**src/rtl/demux_scheduler.sv**
```systemverilog
// Round-robin burst scheduler driving a 1x4 transmission-gate demux.
// Inserts a settle gap whenever the select lines move so no live data crosses a switching gate.
module demux_scheduler #(
    parameter int BURST  = 4,
    parameter int SETTLE = 1
) (
    input  logic       clk,
    input  logic       rst,
    input  logic       in_valid,
    input  logic       in_data,
    output logic       in_ready,
    input  logic [3:0] ch_ready,
    output logic [1:0] sel,
    output logic       dmx_in,
    output logic [3:0] ch_valid,
    output logic       busy
);

    typedef enum logic [1:0] {S_IDLE, S_SETTLE, S_XFER} state_t;

    localparam logic [4:0] LAST_BEAT = 5'(BURST - 1);
    localparam logic [2:0] WAIT_INIT = 3'((SETTLE > 0) ? (SETTLE - 1) : 0);

    state_t     state;
    logic [1:0] last;
    logic [4:0] beat;
    logic [2:0] waitcnt;
    logic [1:0] grant;
    logic [1:0] cand;
    logic       found;

    // First ready channel after the previous owner wins; the previous owner is tried last.
    always_comb begin
        grant = last;
        cand  = last;
        found = 1'b0;
        for (int i = 1; i <= 4; i++) begin
            cand = last + 2'(i);
            if (!found && ch_ready[cand]) begin
                grant = cand;
                found = 1'b1;
            end
        end
    end

    assign in_ready = (state == S_XFER) && ch_ready[sel];
    assign busy     = (state != S_IDLE);

    always_ff @(posedge clk or posedge rst) begin
        if (rst) begin
            state    <= S_IDLE;
            sel      <= 2'b00;
            dmx_in   <= 1'b0;
            ch_valid <= 4'b0000;
            last     <= 2'b11;
            beat     <= 5'd0;
            waitcnt  <= 3'd0;
        end else begin
            case (state)
                S_IDLE: begin
                    ch_valid <= 4'b0000;
                    if (in_valid && (ch_ready != 4'b0000)) begin
                        sel  <= grant;
                        beat <= 5'd0;
                        if ((grant == sel) || (SETTLE == 0)) begin
                            state <= S_XFER;
                        end else begin
                            dmx_in  <= 1'b0;
                            waitcnt <= WAIT_INIT;
                            state   <= S_SETTLE;
                        end
                    end
                end
                S_SETTLE: begin
                    ch_valid <= 4'b0000;
                    dmx_in   <= 1'b0;
                    if (waitcnt == 3'd0) begin
                        state <= S_XFER;
                    end else begin
                        waitcnt <= waitcnt - 3'd1;
                    end
                end
                S_XFER: begin
                    // A sink dropping ready releases the grant even if upstream is offering a bit.
                    if (!ch_ready[sel]) begin
                        ch_valid <= 4'b0000;
                        last     <= sel;
                        state    <= S_IDLE;
                    end else if (in_valid) begin
                        dmx_in   <= in_data;
                        ch_valid <= 4'(4'b0001 << sel);
                        beat     <= beat + 5'd1;
                        if (beat == LAST_BEAT) begin
                            last  <= sel;
                            state <= S_IDLE;
                        end
                    end else begin
                        ch_valid <= 4'b0000;
                    end
                end
                default: state <= S_IDLE;
            endcase
        end
    end

endmodule

```
**config.mk**
```make
export PLATFORM = sky130hd
export DESIGN_NAME = demux_scheduler
export DESIGN_NICKNAME = d
export VERILOG_FILES = /design/src/rtl/demux_scheduler.sv
export SDC_FILE = /design/constraint.sdc
export NUM_CORES = 1
export LEC_CHECK = 0
export ABC_CLOCK_PERIOD_IN_PS = 2050
export CAP_MARGIN = 40
export CORE_UTILIZATION = 48
export DETAILED_ROUTE_END_ITERATION = 10
export DONT_BUFFER_PORTS = 1
export PLACE_DENSITY_LB_ADDON = 0.15
export SLEW_MARGIN = 20
export SYNTH_ARGS = -nofsm -noshare
export SYNTH_HDL_FRONTEND = slang
export SYNTH_SLANG_ARGS = --single-unit
```
**constraint.sdc**
```tcl
create_clock -name clk -period 2.05 [get_ports clk]
set_input_delay 0.205 -clock clk [delete_from_list [all_inputs] [get_ports clk]]
set_output_delay 0.205 -clock clk [all_outputs]
set_load 0.01 [all_outputs]
```
Word-level counts from Yosys, hierarchy flattened
Cells that the tools add are included.
{"block": "totals", "reg_bits": 19, "output_inout_bits": 9, "word_cells": 98}
{"block": "op_classes", "addsub": 5, "magnitude_cmp": 5, "n_eq_ne": 14, "n_shift": 1, "n_mux": 43, "reduce_logical": 23}
{"cell": "2-to-1 mux 2 bit", "n": 13}
{"cell": "< comparator 2 x 3 -> 1 bit (second input constant)", "n": 5}
{"cell": "2-to-1 mux 5 bit", "n": 3}
{"cell": "2-to-1 mux 1 bit", "n": 12}
{"cell": "inequality test 2 bit (second input constant)", "n": 6}
{"cell": "AND reduction 4 bit", "n": 3}
{"cell": "binary-select mux 1 bit (select 2 bit)", "n": 5}
{"cell": "one-hot mux 5 bit (2 select lines)", "n": 1}
{"cell": "2-to-1 mux 3 bit", "n": 3}
{"cell": "2-to-1 mux 4 bit", "n": 2}
{"cell": "one-hot mux 4 bit (2 select lines)", "n": 1}
{"cell": "nonzero test 2 bit", "n": 4}
{"cell": "one-hot mux 2 bit (3 select lines)", "n": 1}
{"cell": "one-hot mux 3 bit (2 select lines)", "n": 1}
{"cell": "adder 5 x 1 -> 5 bit (second input constant)", "n": 1}
{"cell": "equality test 5 x 2 -> 1 bit (second input constant)", "n": 1}
{"cell": "logical AND 1 bit", "n": 5}
{"cell": "AND reduction 5 bit", "n": 1}
{"cell": "adder 2 bit (second input constant)", "n": 2}
{"cell": "inequality test 2 x 1 -> 1 bit (second input constant)", "n": 2}
{"cell": "nonzero test 4 bit", "n": 1}
{"cell": "<< shifter 1 x 2 -> 4 bit (first input constant)", "n": 1}
{"cell": "zero test 1 bit", "n": 3}
{"cell": "zero test 3 bit", "n": 1}
{"cell": "13 further kinds", "n": 13}

Logic depth before layout (Yosys ltp)
{"block": "logic_depth", "depth_word": 17, "mapped_depth": 7}

Least setup slack after synthesis
No wires, ideal clock.
{"block": "synth_timing", "path_kind": "reg-to-reg", "startpoint": "register last[1]", "endpoint": "register dmx_in", "setup_ps": 79, "t_arrival_ps": 1640, "required_time_ps": 1971, "path_slack_ps": 331, "path_stages_with_launch": 8, "n_path_buf": 1, "period_less_slack_ps": 1719, "path_cell_list": "dfstp_2 > buf_6 > nand3b_1 > a31oi_2 > xnor2_2 > nand3b_4 > a221oi_2 > mux2i_1"}
{"block": "synth_between", "elab_chain_len": 16, "word_cells_on_any_way": 27, "cone_classes": "add/sub: 3; eq/ne: 2; mux: 15; reduce/logical: 7"}
{"item": "start, declared", "line": "25", "source": "logic [1:0] last;"}
{"item": "start signal, assigned", "line": "87", "source": "last <= sel;"}
{"item": "start signal, assigned", "line": "94", "source": "last <= sel;"}
{"item": "adder 2 x 1 -> 2 bit", "line": "38", "source": "cand = last + 2'(i);"}
{"item": "binary-select mux 1 bit (select 2 bit)", "line": "39", "source": "if (!found && ch_ready[cand]) begin"}
{"item": "2-to-1 mux 1 bit (implied by the code)", "line": "39"}
{"item": "2-to-1 mux 1 bit", "line": "39"}
{"item": "zero test 1 bit", "line": "39"}
{"item": "logical AND 1 bit", "line": "39"}
{"item": "2-to-1 mux 1 bit", "line": "39"}
{"item": "zero test 1 bit", "line": "39"}
{"item": "logical AND 1 bit", "line": "39"}
{"item": "2-to-1 mux 1 bit", "line": "39"}
{"item": "zero test 1 bit", "line": "39"}
{"item": "logical AND 1 bit", "line": "39"}
{"item": "2-to-1 mux 2 bit *", "line": "39"}
{"item": "equality test 2 bit *", "line": "65", "source": "if ((grant == sel) || (SETTLE == 0)) begin"}
{"item": "inequality test 2 bit (no line) *"}
{"item": "AND reduction 5 bit (no line) *"}
{"item": "end signal, assigned", "line": "90", "source": "dmx_in <= in_data;"}
{"item": "end, declared", "line": "14", "source": "output logic dmx_in,"}
Every way passes the cells marked *; elsewhere a longest branch is shown, timed or not. The select of a mux whose other input is x is not followed.
A chain may end at the register's enable or synchronous reset.

Final worst setup path
Same ends and word-level chain as after synthesis.

==> results.json <==
{
  "antenna_found_initial": 0,
  "synth_nets": 124,
  "yosysSeqAreaShare": 0.417,
  "cts.sinks": 19,
  "drv_cap": 0,
  "antenna_cells": 0,
  "worst_pin_slew_ns": 0.705,
  "outcome": "complete, no violations",
  "worst-setup-path-type": "register to register",
  "hp-class": "input port to register",
  "vias": 771,
  "hpwlAfterDp_um": 1530,
  "critical_path_required_ns": 2.27,
  "cp_max_fo": 8,
  "cp_slowest_cell": "dfstp_2",
  "cp_num_cells": 6,
  "p_per_area_nw_per_um2": 1270,
  "dp.cells": 138,
  "cts_max_level": 1,
  "gp_congestion": 0.806,
  "synthFlopType": "dfrtp_1",
  "switching_share": 0.410,
  "endpoint_kind": "register",
  "synth_area_um2": 1150,
  "top_level_ports": 17,
  "period_share": 0.869,
  "slew_headroom": 0.530,
  "whs_ns": 0.0326,
  "max_freq_mhz": 561,
  "place_area_um2": 1150,
  "die_h_um": 50.9,
  "grt_usage": 0.187,
  "synth.most_common_cell": "dfrtp_1",
  "cp.arrival_ns": 2.01,
  "cts_tree": "built",
  "totalWireLength_um": 1990,
  "rsz0062_at_grt": "false",
  "p_leak_uw": 0.000534,
  "whs_path_depth": 2,
  "clock_skew_ns": 0.00222,
  "dr.pass1.iters": 4,
  "clock_tree.buffer_depth": 2,
  "wl_per_cell_um": 13.9,
  "slowest_delay_ns": 0.62,
  "dieArea_um2": 2590,
  "ys_top_cells_by_area": "dfrtp_1 (37%), dfstp_2 (4.6%), mux2i_1 (4.4%)",
  "path_clk_slew_ns": 0.10,
  "synth_seq_cells": 19,
  "path_delay_family": "flip-flops",
  "detail-route-antenna-nets": 0,
  "synth_edf_count": 0,
  "detail_route.iter0.violations": 14,
  "syn2layout_area_growth_pct": 3.82,
  "maxSlewViolCount": 0,
  "core_area_um2": 2230,
  "startpoint_type": "register",
  "grt_max_degree": 20,
  "num_rows": 17,
  "synth_common_cells": "dfrtp_1 (17), nand2_1 (10), inv_1 (9), o21ai_0 (9), nor2_1 (8)",
  "switching_power_uw": 622,
  "final.fill_count": 207,
  "crit_buf_inv": 0,
  "p_clk_frac": 0.120,
  "numCtsBuffers": 3,
  "synth_largest_area_cell": "dfrtp_1",
  "fin_area_um2": 1190,
  "drive_gt1_frac": 0.191,
  "synth_warnings": 0,
  "setup_viol": 0,
  "async_reset_ff_frac": 1.00,
  "p_comb_frac": 0.456,
  "cts_root_buffer": "clkbuf_4",
  "final_cells": 143,
  "final.setup.tns_ns": 0,
  "critical_path.cell_chain": "nand3b_1, a31oi_2, xnor2_2, nand3b_4, a221oi_2, mux2i_1",
  "yosysTopAreaCellShare": 0.371,
  "grt_pass1_vias": 821,
  "p_int_uw": 893,
  "vias_per_cell": 5.39,
  "min_period_ns": 1.78,
  "reg2reg_depth": 6,
  "synth_area_per_cell_um2": 10.1,
  "grt_pass1_wl_um": 3540,
  "post-route-util": 0.533,
  "ir_drop_mv": 0.648,
  "nNetsFinal": 127,
  "overflow": 0,
  "drc": 0,
  "synthCells": 113,
  "cts.repair.resized": 0,
  "hold_viol": 0,
  "die_w_um": 50.9,
  "synth_cell_types": 45,
  "portBuffers": 0,
  "seqPwrFrac": 0.424,
  "clk_latency_ns": 0.29,
  "initial_utilization": 0.513
}
-- registers in the layout (all words and copies together) (netlist names) --
register and cells:
sel 2, beat 5, dmx_in 1, waitcnt 3, state 2, ch_valid 4
last 2
-- worst register-to-register path: cells and delay by family, from the launching register on --
family | cells | cell delay [ns]
AO/OA/AOI/OAI | 2 | 0.52
flip-flops | 1 | 0.62
AND/OR/NAND/NOR | 2 | 0.22
multiplexers | 1 | 0.20
XOR/XNOR | 1 | 0.16
-- kinds of logic (layout without fill, tap and decap cells) --
family	Yosys count	count (layout)	share of synthesized area
AND/OR/NAND/NOR	44	44	0.246
adder cells (fa/ha/maj)	3	3	0.0328
flip-flops	19	19	0.417
buffers and inverters	14	16	0.0633
XOR/XNOR	6	6	0.0524
multiplexers	6	6	0.0535
AO/OA/AOI/OAI	21	21	0.135
-- metal layers --
metal,track usage,share of wire,up-vias
li1,-,-,391
met4,0.0417,0.0070,0
met1,0.226,0.48,364
met3,0.0625,0.046,2
met2,0.322,0.46,14
met5,0,0,-
-- placed cells by master, fill, tap and decap left out, types with 2 or more instances in the layout --
cell type	instances
a21o_1	2
a31oi_1	2
clkbuf_4	3
dfrtp_1	17
dfstp_2	2
ha_1	3
inv_1	9
mux2i_1	5
nand2_1	10
nand2b_1	2
nand3_1	4
nand3b_1	2
nand4_1	2
nor2_1	8
o21ai_0	9
or3_1	2
xnor2_1	2
xor2_1	3
-- worst paths after layout --
kind / slack [ns] / end / startpoint
worst max-delay path: 0.27 / dmx_in / last[1]
worst max register to register: 0.27 / dmx_in / last[1]
min in group asynchronous: 0.46 / dmx_in / rst
max in group asynchronous: 1.15 / sel[1] / rst
worst min register to register: 0.51 / waitcnt[0] / waitcnt[0]
worst min-delay path: 0.03 / dmx_in / in_data
-- final cells by class --
| cell class | instances | area, µm² | share of cell area |
|---|---|---|---|
| inverters | 10 | 37.5 | 0.0315 |
| clock buffers | 4 | 26.3 | 0.0221 |
| repair buffers | 2 | 17.5 | 0.0147 |
| well taps | 28 | 35.0 | 0.0294 |
| flip-flops and latches | 19 | 478 | 0.402 |
| multi-input cells | 80 | 596 | 0.501 |
-- per-stage QoR --
step	setup slack, ns	power, µW
4_1_cts	0.250	1540
3_5_place_dp	0.276	1350
2_1_floorplan	0.331	1260
6_report	0.268	1510
3_3_place_gp	0.311	1330
5_1_grt	0.115	1660
-- power by group through the flow --
stage / Combinational (µW) / Clock, µW / Sequential [µW]
after detailed placement: 692 / 0 / 653
after global placement: 686 / 0 / 645
final: 690 / 181 / 643
after floorplan: 687 / 0 / 576
after CTS: 698 / 194 / 643
after global routing: 786 / 210 / 667
-- repair_timing --
item                      in CTS  in global routing
hold endpoints to repair      17                  0
hold buffers                   1                  0
setup buffers                  0                  0
No activity file was read; power rests on OpenSTA's default activity.
